==> config.mk <==
export PLATFORM = sky130hd
export DESIGN_NAME = uart_tx_fifo_drain
export DESIGN_NICKNAME = d
export VERILOG_FILES = /design/src/rtl/uart_tx_fifo_drain.sv
export SDC_FILE = /design/constraint.sdc
export NUM_CORES = 1
export LEC_CHECK = 0
export ABC_AREA = 1
export BUFFER_PORTS_ARGS = -buffer_cell sky130_fd_sc_hd__buf_2
export CAP_MARGIN = 5
export CORE_MARGIN = 1
export CORE_UTILIZATION = 30
export DETAILED_ROUTE_END_ITERATION = 12
export HOLD_SLACK_MARGIN = 0.12
export SYNTH_ARGS = -nofsm -noshare
export SYNTH_HDL_FRONTEND = slang
export SYNTH_SLANG_ARGS = --single-unit
==> constraint.sdc <==
create_clock -name clk_50Mhz -period 2 [get_ports clk_50Mhz]
set_clock_uncertainty 0.05 [all_clocks]
set_input_delay 0.3 -clock clk_50Mhz [delete_from_list [all_inputs] [get_ports clk_50Mhz]]
set_output_delay 0.3 -clock clk_50Mhz [all_outputs]
set_load 0.01 [all_outputs]
==> src/rtl/uart_tx_fifo_drain.sv <==
// UART transmit engine: drains a first-word-fall-through FIFO and serialises each word
// as start bit, data bits LSB first, optional even parity, then one or two stop bits.
module uart_tx_fifo_drain #(
  parameter int CLK_FREQ  = 50000000,
  parameter int BAUD      = 115200,
  parameter int WIDTH     = 8,
  parameter int PARITY_EN = 0,
  parameter int STOP_BITS = 1
) (
  input  logic             clk_50Mhz,
  input  logic             rst,
  input  logic             tx_en,
  input  logic             empty,
  input  logic [WIDTH-1:0] read_data,
  output logic             ren,
  output logic             tx,
  output logic             busy,
  output logic             tx_done
);

  localparam int CPB    = CLK_FREQ / BAUD;
  localparam int BAUD_W = (CPB > 1) ? $clog2(CPB) : 1;
  localparam int BIT_W  = $clog2(WIDTH + 1);

  localparam logic [BAUD_W-1:0] BAUD_LAST = BAUD_W'(CPB - 1);
  localparam logic [BIT_W-1:0]  DATA_LAST = BIT_W'(WIDTH - 1);
  localparam logic [BIT_W-1:0]  STOP_LAST = BIT_W'(STOP_BITS - 1);

  typedef enum logic [2:0] {
    IDLE   = 3'd0,
    START  = 3'd1,
    DATA   = 3'd2,
    PARITY = 3'd3,
    STOP   = 3'd4
  } state_t;

  state_t             state, state_n;
  logic [BAUD_W-1:0]  baud_cnt, baud_n;
  logic [BIT_W-1:0]   bit_cnt, bit_n;
  logic [WIDTH-1:0]   shift, shift_n;
  logic               parity_bit, par_n;
  logic               tx_n, ren_n, busy_n, done_n;
  logic               bit_end;

  // Every output is computed here one cycle ahead and lands in a flop, so tx never
  // sees a combinational path from the inputs.
  always_comb begin
    state_n = state;
    baud_n  = baud_cnt;
    bit_n   = bit_cnt;
    shift_n = shift;
    par_n   = parity_bit;
    tx_n    = tx;
    ren_n   = 1'b0;
    busy_n  = busy;
    done_n  = 1'b0;
    bit_end = (baud_cnt == BAUD_LAST);

    case (state)
      IDLE: begin
        tx_n   = 1'b1;
        busy_n = 1'b0;
        baud_n = '0;
        bit_n  = '0;
        if (tx_en && !empty) begin
          shift_n = read_data;
          par_n   = ^read_data;
          ren_n   = 1'b1;
          tx_n    = 1'b0;
          busy_n  = 1'b1;
          state_n = START;
        end
      end

      START: begin
        if (bit_end) begin
          baud_n  = '0;
          bit_n   = '0;
          tx_n    = shift[0];
          state_n = DATA;
        end else begin
          baud_n = baud_cnt + 1'b1;
        end
      end

      DATA: begin
        if (bit_end) begin
          baud_n = '0;
          if (bit_cnt == DATA_LAST) begin
            bit_n = '0;
            if (PARITY_EN != 0) begin
              tx_n    = parity_bit;
              state_n = PARITY;
            end else begin
              tx_n    = 1'b1;
              state_n = STOP;
            end
          end else begin
            bit_n   = bit_cnt + 1'b1;
            shift_n = shift >> 1;
            tx_n    = shift_n[0];
          end
        end else begin
          baud_n = baud_cnt + 1'b1;
        end
      end

      PARITY: begin
        if (bit_end) begin
          baud_n  = '0;
          bit_n   = '0;
          tx_n    = 1'b1;
          state_n = STOP;
        end else begin
          baud_n = baud_cnt + 1'b1;
        end
      end

      STOP: begin
        if (bit_end) begin
          baud_n = '0;
          if (bit_cnt == STOP_LAST) begin
            bit_n   = '0;
            done_n  = 1'b1;
            busy_n  = 1'b0;
            state_n = IDLE;
          end else begin
            bit_n = bit_cnt + 1'b1;
          end
        end else begin
          baud_n = baud_cnt + 1'b1;
        end
      end

      default: begin
        tx_n    = 1'b1;
        busy_n  = 1'b0;
        state_n = IDLE;
      end
    endcase
  end

  // A reset mid-frame abandons the byte already popped from the FIFO.
  always_ff @(posedge clk_50Mhz) begin
    if (rst) begin
      state      <= IDLE;
      baud_cnt   <= '0;
      bit_cnt    <= '0;
      shift      <= '0;
      parity_bit <= 1'b0;
      tx         <= 1'b1;
      ren        <= 1'b0;
      busy       <= 1'b0;
      tx_done    <= 1'b0;
    end else begin
      state      <= state_n;
      baud_cnt   <= baud_n;
      bit_cnt    <= bit_n;
      shift      <= shift_n;
      parity_bit <= par_n;
      tx         <= tx_n;
      ren        <= ren_n;
      busy       <= busy_n;
      tx_done    <= done_n;
    end
  end

endmodule

# Yosys cells after proc, flatten, opt, wreduce, memory -nomap -nowiden
# Index checks and enable logic that the tools add are counted.
# Widths: inputs -> output; s select.
# word_totals
regBits	28
output_inout_bits	4
wordCells	77
input_bits	12
# op_classes
n_bitwise	4
n_eq_ne	15
n_mux	31
add_sub_neg	2
reduce_logical	17
# ops
operator	n
$mux 8	3
$mux 3	7
$mux 4	5
$pmux 9 s2	1
$ne 2x2->1 const B	8
$pmux 4 s4	1
$pmux 8 s2	1
$pmux 3 s5	1
$reduce_and 4->1	3
$add 9x1->9 const B	1
$eq 9x9->1 const B	1
$mux 1	9
$mux 9	1
$reduce_and 7->1	1
$eq 3x2->1 const B	2
$reduce_or 3->1	2
$pmux 1 s5	1
$add 4x1->4 const B	1
$eq 4x3->1 const B	1
$logic_not 4->1	1
$not 1->1	4
$reduce_bool 2->1	2
$reduce_bool 4->1	1
$reduce_or 2->1	2
9 further kinds	9

# Longest topological paths before layout
# Gate-level depths: netlist (run 1).
# logic_depth
word_depth	4
mapped_depth	12
mapped_depth_nobuf	12

# Worst setup path after synthesis (run 1)
# OpenSTA, ideal clock, no wires.
# synth_path
path_type	register -> register
start	reg baud_cnt[0]
end	reg shift[2]
setup_ps	113
t_arrival_ps	1268
period_less_slack_ps	1431
path_slack_ps	569
required_ps	1837
path_stages_with_launch	10
n_path_buf	1
path_cell_list	dfxtp_1 ha_1 nand2_1 nor2_1 nand2_1 nand2_1 nand3_2 buf_6 nor2_1 nor2_1
# synth_between
elab_chain_len	3
# synth_lines
element	line	rtl
start: declaration	38	logic [BAUD_W-1:0] baud_cnt, baud_n;
start signal: assignment	157	baud_cnt <= baud_n;
$eq 9x9->1	57	bit_end = (baud_cnt == BAUD_LAST);
$ne 2x2->1 (no source line)	-	
$reduce_and 4->1 (no source line)	-	
end signal: assignment	159	shift <= shift_n;
end: declaration	40	logic [WIDTH-1:0] shift, shift_n;
# Every way passes these cells.
# A chain may end at the register's enable or synchronous reset.

# Worst setup path in the final report (run 1)
# layout_path
start	reg baud_cnt[0]
end	reg shift[5]
# Same word-level chain as after synthesis.

==> results of run 1 <==
state kept, by name (all words and copies together) (netlist names):
register  flops
busy          1
bit_cnt       4
baud_cnt      9
tx            1
ren           1
tx_done       1
state         3
shift         8
worst max-delay path: cells and delay by family (launching register included):
| kind | cells | cell delay [ns] |
|---|---|---|
| fa+ha+maj | 1 | 0.17 |
| simple gates | 8 | 0.98 |
| flops | 1 | 0.42 |
area by class of cell:
| type | instances | area (um^2) | area share [%] |
|---|---|---|---|
| sequential | 28 | 560.5 | 32.37 |
| inverter | 31 | 116.4 | 6.720 |
| multi-input combinational | 170 | 817.0 | 47.18 |
| tap | 67 | 83.83 | 4.841 |
| clock inverter | 1 | 30.03 | 1.734 |
| timing repair buffer | 16 | 82.58 | 4.769 |
| clock buffer | 3 | 41.29 | 2.384 |
cell families after synthesis:
kind of cell	Yosys count
compound gates	28
xor+xnor	2
fa+ha+maj	4
buf+inv	35
flops	28
simple gates	136
stage by stage:
stage,cells,area (um^2),total power [mW]
after floorplan,233,1521,1.541
after global placement,312,1660,1.700
after detailed placement,312,1660,1.706
after CTS,316,1732,2.168
after global routing,316,1732,2.342
final,316,1732,2.147
synth_stat cells, types with 2 or more instances:
cell type   n  area share (%)
xor2_1      2             1.2
nor2_2      2            0.82
nor3_1      7             2.3
nand2_1    67              17
o21a_1      2            0.99
nand3_1    13             4.3
nand4_1     5             2.1
dfxtp_1    28              37
o22ai_1     3             1.2
nand2_4     2             1.5
nor2_1     33             8.1
ha_1        4             3.3
a21oi_1    13             4.3
o21ai_0     9             3.0
inv_1      28             6.9
inv_2       3            0.74
nand2_2     4             1.6
path summary, 6_finish.rpt:
kind / startpoint / slack (ns) / to / cells after the start
max reg2reg: baud_cnt[0]$_SDFFE_PP0P_ / 0.32 / shift[5]$_SDFFE_PP0P_ / 9
min: empty / 0.25 / ren$_SDFF_PP0_ / 4
max: baud_cnt[0]$_SDFFE_PP0P_ / 0.32 / shift[5]$_SDFFE_PP0P_ / 9
min reg2reg: shift[7]$_SDFFE_PP0P_ / 0.43 / shift[7]$_SDFFE_PP0P_ / 2
power by group:
group / switching (mW) / total, mW / internal [mW]
clock network: 0.182 / 0.451 / 0.268
logic: 0.634 / 0.953 / 0.318
registers: 0.0789 / 0.744 / 0.665
total: 0.895 / 2.15 / 1.25
per-layer routing:
layer | share of wire, % | wire (um)
met1 | 50 | 1600
met5 | 0 | 0
met2 | 46 | 1469
met3 | 2.1 | 66
met4 | 1.8 | 56
==> summary.txt, run 1 <==
Outcome = finished, final reports clean
Slew @ Worst Pin = 0.5327 ns
FILL cells = 515
Total grt overflow = 0
Met3 GRT Util = 1.657%
Fin Setup TNS = 0 ns
Most common cell after layout, fill and taps aside = nand2_1
CTS Buffer Depth = 2
F_max = 593.9 MHz
Latest clock arrival within the worst-skew pair = 0.28 ns
Remaining antenna violation count = 0
Ratio of cells with drive above 1 in the final layout = 13.65%
Antenna cell count = 0
Net Count, Synth = 249
Avg WL per Cell = 10.10 um
DRC viols = 0
Adder-Cell Fraction of Synth Area = 3.289%
Post-synthesis register bit count = 28
Post-CTS Setup Bufs = 0
Vias per Instance = 4.462
I/O Buffers = 15
Yosys warns = 0
Crit share post-route = 84.19%
Sequential area share after synthesis = 36.84%
Hold-fix buffers, CTS = 0
Placer Congestion = 0.8135
Net count reported at finish = 266
Worst min path class = input port to register
Post-Synth Simple-Gate Area = 39.31%
Synth Area in Compound Gates = 9.951%
Max VDD drop = 0.4405 mV
Largest family of logic cells by synthesized area = simple AND/OR/NAND/NOR gates
Lkg Pwr = 0.7916 nW
Die Ht = 73.22 um
Busiest grt layer = met2
Clock root buffer = clkbuf_8
Max-cap violations = 0
Cell area after synthesis = 1521 um^2
Critical path data arrival time = 1.85 ns
Clock sinks = 28
Hold Slack = 0.2498 ns
DP HPWL = 2471 um
Commonest non-fill, non-tap cells in the layout = nand2_1, nor2_1, inv_1, dfxtp_1, buf_2
Worst Setup Slack, final = 0.3162 ns
CTS H-tree depth = 1
Final setup fails = 0
Layout Area Growth over Synthesis = 13.82%
Worst-path clk slew = 0.10 ns
Post-place setup slack = 0.3520 ns
Crit path max fanout = 13
Power Density = 1240 nW/um^2
Largest net degree at the start of global routing = 18
Avg Cell Area, Syn = 6.530 um^2
Die width = 73.22 um
Top_reg_cell synth = dfxtp_1
CTS tree = yes
Row count = 25
Fin util = 36.18%
Worst Setup Start Kind = register
Data required time of the critical path = 2.17 ns
Critical-path top delay cell = dfxtp_1
Gr usage total = 13.35%
Post-Synth XOR/XNOR Area = 1.151%
Gate Count Post-Synth = 233
Num ports = 16
Post-synthesis cell type count = 25
WL final = 3192 um
DR vias = 1410
Core region area = 4786 um^2
Mux share of post-synthesis cell area = 0%
CP Class = register to register
Initial DRC count = 76
Num CTS Buffers = 3
RSZ-0062 raised after global routing = false
Most Frequent Cell on Critical Path = nand2_1
First-pass GRT wire length = 5492 um
Vias in the first global route = 1290
Pre-antenna DRT Iters = 4
GRT met1 Usage = 17.28%
Starting Density = 31.79%
Max stage delay on crit path = 0.42 ns
Min Tclk post-route = 1.684 ns
Worst Setup End Kind = register
GR Layer Usage met2 = 22.02%
Die area = 5360 um^2
Final Slew Violations = 0
Slew Limit Headroom = 64.45%
Post-CTS Resized = 0
Ys async rst share = 0%
Post-synth EDFFs = 0
Initial antenna violation count = 0
Fin. Hold Viols = 0
Critical path cell sequence = ha_1 > nand2_1 > nor2_1 > nand2_1 > nand2_1 > nand3_2 > nand2_1 > nand2_1 > nor2_1
No activity file was read; power rests on OpenSTA's default activity.
==> inputs of run 2 (changes only) <==
==> constraint.sdc (replaced) <==
create_clock -name clk_50Mhz -period 1.35 [get_ports clk_50Mhz]
set_clock_uncertainty 0.05 [all_clocks]
set_input_delay 0.2025 -clock clk_50Mhz [delete_from_list [all_inputs] [get_ports clk_50Mhz]]
set_output_delay 0.2025 -clock clk_50Mhz [all_outputs]
set_load 0.01 [all_outputs]
==> run 2 against run 1 <==
  * The run now ends with negative setup slack left
  * Global-route usage is 2.0 points higher
  * Register-to-register slack worse by 0.41 ns
  * Via count is 16% higher
  * Final cell count is 12% higher
  * Die area stayed put
  * Core utilization is 13 points higher
  * Sequential cell count stayed put
  * Critical path depth stayed put
  * Non-clock buffer count is 36 higher
  * Power is 92% higher
  * Wire length is 26% higher
  * Largest cell class unchanged
==> summary.txt, run 2 (same netlist as run 1, synthesis figures left out) <==
Num ports = 16 (unchanged)
Lkg Pwr = 1.051 nW (was 0.7916 nW)
Post-place setup slack = -0.1075 ns (was 0.3520 ns)
Most common cell after layout, fill and taps aside = nand2_1 (unchanged)
RSZ-0062 raised after global routing = true (was false)
Largest net degree at the start of global routing = 16 (was 18)
CP Class = register to register (unchanged)
Die width = 73.22 um (unchanged)
Starting Density = 31.79% (unchanged)
Final setup fails = 15 (was 0)
Met2 wire length = 2112 um (was 1469 um)
Critical path cell sequence = buf_4 > inv_1 > nand2_1 > nor2_4 > nand2_4 > nand2_1 > nor2_1 > nor2_1 > nor2_1 (was ha_1 > nand2_1 > nor2_1 > nand2_1 > nand2_1 > nand3_2 > nand2_1 > nand2_1 > nor2_1)
Worst Hold End = shift[7]$_SDFFE_PP0P_ (was ren$_SDFF_PP0_)
DRC viols = 0 (unchanged)
WL final = 4022 um (was 3192 um)
Layout Area Growth over Synthesis = 53.70% (was 13.82%)
Max-cap violations = 0 (unchanged)
Remaining antenna violation count = 0 (unchanged)
Power Density = 1762 nW/um^2 (was 1240 nW/um^2)
DR top layer = met4 (unchanged)
Max stage delay on crit path = 0.39 ns (was 0.42 ns)
Vias per Instance = 4.615 (was 4.462)
Fin util = 48.86% (was 36.18%)
Min Tclk post-route = 1.443 ns (was 1.684 ns)
Outcome = finished, violations left (was finished, final reports clean)
Fin Setup TNS = -0.4417 ns (was 0 ns)
Slew @ Worst Pin = 0.4915 ns (was 0.5327 ns)
Top Family by Delay on Critical Path = simple AND/OR/NAND/NOR gates (unchanged)
Critical R2R Launch = state[1]$_SDFFE_PP0P_ (was baud_cnt[0]$_SDFFE_PP0P_)
Max VDD drop = 0.6486 mV (was 0.4405 mV)
Initial DRC count = 89 (was 76)
Slew Limit Headroom = 67.20% (was 64.45%)
Crit path max fanout = 5 (was 13)
HP Start = read_data[7] (was empty)
M1 WL = 1779 um (was 1600 um)
Ratio of cells with drive above 1 in the final layout = 43.71% (was 13.65%)
Clock sinks = 28 (unchanged)
CTS Buffer Depth = 2 (unchanged)
Worst Setup Start Kind = register (unchanged)
Vias in the first global route = 1492 (was 1290)
Commonest non-fill, non-tap cells in the layout = nand2_1, buf_4, nor2_1, inv_1, dfxtp_1 (was nand2_1, nor2_1, inv_1, dfxtp_1, buf_2)
Critical path data arrival time = 1.57 ns (was 1.85 ns)
DR vias = 1629 (was 1410)
Worst Setup End Kind = register (unchanged)
DP HPWL = 2682 um (was 2471 um)
Top Registers = baud_cnt: 9 flops, shift: 8 flops, bit_cnt: 4 flops (unchanged)
F_max = 693.0 MHz (was 593.9 MHz)
Initial antenna violation count = 0 (unchanged)
Antenna cell count = 0 (unchanged)
CTS tree = yes (unchanged)
Worst Setup Slack, final = -0.09302 ns (was 0.3162 ns)
I/O Buffers = 15 (unchanged)
Data required time of the critical path = 1.48 ns (was 2.17 ns)
Violated checks = negative setup slack
FF-to-FF End = state[1]$_SDFFE_PP0P_ (was shift[5]$_SDFFE_PP0P_)
Hold depth = 3 (was 4)
Largest Register = baud_cnt (unchanged)
Final Slew Violations = 0 (unchanged)
Gr usage total = 15.36% (was 13.35%)
Die Ht = 73.22 um (unchanged)
R2R Setup Slk = -0.09 ns (was 0.32 ns)
Clock root buffer = clkbuf_8 (unchanged)
First-pass GRT wire length = 6354 um (was 5492 um)
Worst-path clk slew = 0.10 ns (about the same)
Worst min path class = input port to register (unchanged)
Total grt overflow = 0 (unchanged)
Placer Congestion = 0.8423 (was 0.8135)
R2R depth = 9 (unchanged)
Max reg flops = 9 (unchanged)
Net count reported at finish = 303 (was 266)
Crit share post-route = 106.9% (was 84.19%)
CTS H-tree depth = 1 (unchanged)
Die area = 5360 um^2 (unchanged)
Fin. Hold Viols = 0 (unchanged)
Met3 wire length = 66 um (unchanged)
Latest clock arrival within the worst-skew pair = 0.28 ns (about the same)
Row count = 25 (unchanged)
Critical-path top delay cell = dfxtp_4 (was dfxtp_1)
Avg WL per Cell = 11.39 um (was 10.10 um)
Buf/Inv on CP = 2 (was 0)
Most Frequent Cell on Critical Path = nor2_1 (was nand2_1)
Pre-antenna DRT Iters = 4 (unchanged)
Num CTS Buffers = 3 (unchanged)
Core region area = 4786 um^2 (unchanged)
## run 2: power by group
group          total [mW]  internal [mW]  switching, mW
clock               0.528          0.262          0.267
sequential           1.13           1.01          0.122
combinational        2.46           1.01           1.44
total                4.12           2.29           1.83
## run 2: metal layers
layer | vias up | global-route usage (%)
met1 | 762 | 19.44
met3 | 5 | 1.657
met4 | 0 | 6.536
met5 | - | 0
li1 | 845 | -
met2 | 17 | 26.34
## run 2: worst max-delay path by stage
stage,startpoint,to,slack (ns),cells after the start
3_5_place_dp,state[1]$_SDFFE_PP0P_,shift[4]$_SDFFE_PP0P_,-0.11,7
2_1_floorplan,baud_cnt[1]$_SDFFE_PP0P_,shift[2]$_SDFFE_PP0P_,0.02,10
3_3_place_gp,state[1]$_SDFFE_PP0P_,shift[5]$_SDFFE_PP0P_,-0.08,7
4_1_cts,baud_cnt[1]$_SDFFE_PP0P_,bit_cnt[2]$_SDFFE_PP0P_,-0.04,11
6_report,state[1]$_SDFFE_PP0P_,state[1]$_SDFFE_PP0P_,-0.09,9
5_1_grt,baud_cnt[1]$_SDFFE_PP0P_,state[1]$_SDFFE_PP0P_,-0.19,10
## run 2: tightest hold or removal path: stages
cell and delay [ns]:
buf_2 0.10, nand4_1 0.08, a21oi_1 0.06
## run 2: through the flow
stage	std cells	cell area (um^2)	power (mW)	hold slack (ns)
after floorplan	233	1530	2.292	0.2522
after global placement	340	1879	2.807	0.4084
after detailed placement	340	1879	2.819	0.4061
after CTS	347	2018	3.522	0.1478
after global routing	353	2338	4.445	0.1533
final	353	2338	4.119	0.1570
## run 2: area by class of cell
class                           instances  area [um^2]
Fill cell                             464         2447
Inverter                               31        128.9
Timing Repair Buffer                   52        364.1
Clock buffer                            4        55.05
Sequential cell                        28        574.3
Tap cell                               67        83.83
Multi-Input combinational cell        171         1132
## run 2: repair_timing
item,in CTS,in global routing
resized for setup,21,69
endpoints found under the setup margin,19,27
gates cloned,1,0
buffers inserted,2,6
pin swaps,8,20
hold buffers,0,0
==> inputs of run 3 (changes only) <==
==> constraint.sdc (replaced) <==
create_clock -name clk_50Mhz -period 1.35 [get_ports clk_50Mhz]
set_clock_uncertainty 0.05 [all_clocks]
set_input_delay 0.135 -clock clk_50Mhz [delete_from_list [all_inputs] [get_ports clk_50Mhz]]
set_output_delay 0.135 -clock clk_50Mhz [all_outputs]
set_load 0.01 [all_outputs]
==> run 3 against run 2 <==
  * The run still ends with negative setup slack left
  * Global-route usage down 0.054 points
  * Core utilization fell by 1.4 points
  * Final cell count did not move
  * Worst setup slack improved by 0.041 ns
  * Combinational power fell by 4%
  * Cell area shrank 2.9%
  * Critical path depth increased by 2
  * Non-clock buffer count unchanged
  * Worst hold slack worse by 0.018 ns
  * Die area is the same
  * Clock-buffer cell count is the same
  * Register-to-register slack gained 0.04 ns
  * Largest cell class unchanged
  * Highest routed layer unchanged
==> summary.txt, run 3 (same netlist as run 1, synthesis figures left out) <==
Outcome = finished, violations left (unchanged)
Violated checks = negative setup slack (unchanged)
Worst Setup Slack, final = -0.05192 ns (was -0.09302 ns)
Final Slew Violations = 0 (unchanged)
Initial DRC count = 67 (was 89)
Avg WL per Cell = 11.30 um (was 11.39 um)
Data required time of the critical path = 1.49 ns (was 1.48 ns)
Placed cell area = 1879 um^2 (unchanged)
Hold Slack = 0.1389 ns (was 0.1570 ns)
Worst Setup End Kind = register (unchanged)
Total grt overflow = 0 (unchanged)
FILL cells = 477 (was 464)
Max VDD drop = 0.5907 mV (was 0.6486 mV)
Starting Density = 31.79% (unchanged)
Most common cell after layout, fill and taps aside = nand2_1 (unchanged)
Crit share post-route = 103.8% (was 106.9%)
Die width = 73.22 um (unchanged)
Row count = 25 (unchanged)
Gr usage total = 15.31% (was 15.36%)
Die area = 5360 um^2 (unchanged)
Largest net degree at the start of global routing = 16 (unchanged)
Fin. Hold Viols = 0 (unchanged)
Lkg Pwr = 1.030 nW (was 1.051 nW)
First-pass GRT wire length = 6361 um (was 6354 um)
Initial antenna violation count = 0 (unchanged)
RSZ-0062 raised after global routing = true (unchanged)
Largest Register = baud_cnt (unchanged)
Slew Limit Headroom = 71.57% (was 67.20%)
Num CTS Buffers = 3 (unchanged)
Core region area = 4786 um^2 (unchanged)
DRC viols = 0 (unchanged)
Max reg flops = 9 (unchanged)
Latest clock arrival within the worst-skew pair = 0.28 ns (about the same)
Worst min path class = input port to register (unchanged)
WL final = 3989 um (was 4022 um)
Final setup fails = 10 (was 15)
Net count reported at finish = 303 (unchanged)
CTS H-tree depth = 1 (unchanged)
CTS tree = yes (unchanged)
Vias in the first global route = 1498 (was 1492)
Pre-antenna DRT Iters = 4 (unchanged)
Ratio of cells with drive above 1 in the final layout = 38.81% (was 43.71%)
Worst-path clk slew = 0.10 ns (about the same)
Top Registers = baud_cnt: 9 flops, shift: 8 flops, bit_cnt: 4 flops (unchanged)
Fin Setup TNS = -0.1823 ns (was -0.4417 ns)
Worst Setup Start Kind = register (unchanged)
Clock sinks = 28 (unchanged)
Placer Congestion = 0.8342 (was 0.8423)
Num ports = 16 (unchanged)
Antenna cell count = 0 (unchanged)
F_max = 713.3 MHz (was 693.0 MHz)
Crit path max fanout = 7 (was 5)
Die Ht = 73.22 um (unchanged)
CTS Buffer Depth = 2 (unchanged)
Layout Area Growth over Synthesis = 49.26% (was 53.70%)
Power Density = 1775 nW/um^2 (was 1762 nW/um^2)
Slew @ Worst Pin = 0.4260 ns (was 0.4915 ns)
Commonest non-fill, non-tap cells in the layout = nand2_1, buf_4, nor2_1, inv_1, dfxtp_1 (unchanged)
Post-route cell area = 2271 um^2 (was 2338 um^2)
Vias per Instance = 4.530 (was 4.615)
Min Tclk post-route = 1.402 ns (was 1.443 ns)
Remaining antenna violation count = 0 (unchanged)
Clock root buffer = clkbuf_8 (unchanged)
DP HPWL = 2659 um (was 2682 um)
Max-cap violations = 0 (unchanged)
CP Class = register to register (unchanged)
DR vias = 1599 (was 1629)
I/O Buffers = 15 (unchanged)
Overall power = 4.031 mW (was 4.119 mW)
Critical path data arrival time = 1.54 ns (was 1.57 ns)
==> run 3: cell count changes in the layout (fill, tap and decap cells not counted), moves of 3 or more <==
cell     change
nand3_2      -3
buf_4        -4
a21oi_2      -3
nand3_1      +3
nor3_4       -3
a21oi_1      +3
nor3_1       +3
==> run 3: what timing repair did <==
item | CTS | global route
cloned | 1 | 0
endpoints found under the hold margin | 4 | 0
buffers inserted | 1 | 5
setup endpoints to repair | 22 | 25
resized for setup | 27 | 46
hold buffers | 2 | 0
pin swaps | 9 | 20
==> run 3: where the power goes <==
part | internal, mW | switching, mW
logic | 1.02 | 1.34
clock network | 0.262 | 0.273
registers | 1.01 | 0.118
total | 2.30 | 1.74
==> run 3: path summary, 6_finish.rpt <==
check	from	end	slack, ns	cells past startpoint
worst max-delay path	baud_cnt[1]$_SDFFE_PP0P_	bit_cnt[2]$_SDFFE_PP0P_	-0.05	11
worst min-delay path	read_data[3]	shift[3]$_SDFFE_PP0P_	0.14	5
worst max register to register	baud_cnt[1]$_SDFFE_PP0P_	bit_cnt[2]$_SDFFE_PP0P_	-0.05	11
worst min register to register	shift[7]$_SDFFE_PP0P_	shift[7]$_SDFFE_PP0P_	0.43	2
==> run 3: metal layers <==
layer / up-vias / routed length (um) / track usage, %
met4: 0 / 74 / 5.447
met5: - / 0 / 0
li1: 847 / - / -
met2: 16 / 2063 / 27.16
met3: 7 / 85 / 1.657
met1: 729 / 1766 / 19.04
==> run 3: critical path, stage by stage (launching register included) <==
cell and delay [ns]:
dfxtp_2 0.34, inv_2 0.06, ha_4 0.13, nand2_4 0.05, nor2_4 0.14, nand2_4 0.10
nand2_4 0.11, nand2_8 0.08, nand2_8 0.09, nand2_2 0.06, nand2_2 0.06, inv_1 0.03
==> run 3: metrics by stage <==
stage                     std cells  worst slack (ns)  utilization, %
after floorplan                 233           0.02164               -
after global placement          340          -0.07064           39.27
after detailed placement        340           -0.1237           39.27
after CTS                       348          -0.05235           42.90
after global routing            353           -0.1365           47.45
final                           353          -0.05192           47.45
==> run 3: cell type report <==
| cell class | instances | area [um^2] | area share, % |
|---|---|---|---|
| clock buffer | 4 | 55.05 | 2.424 |
| inverter | 31 | 128.9 | 5.675 |
| multi-input combinational | 171 | 1044 | 45.95 |
| sequential | 28 | 574.3 | 25.29 |
| tap | 67 | 83.83 | 3.691 |
| timing repair buffer | 52 | 385.4 | 16.97 |
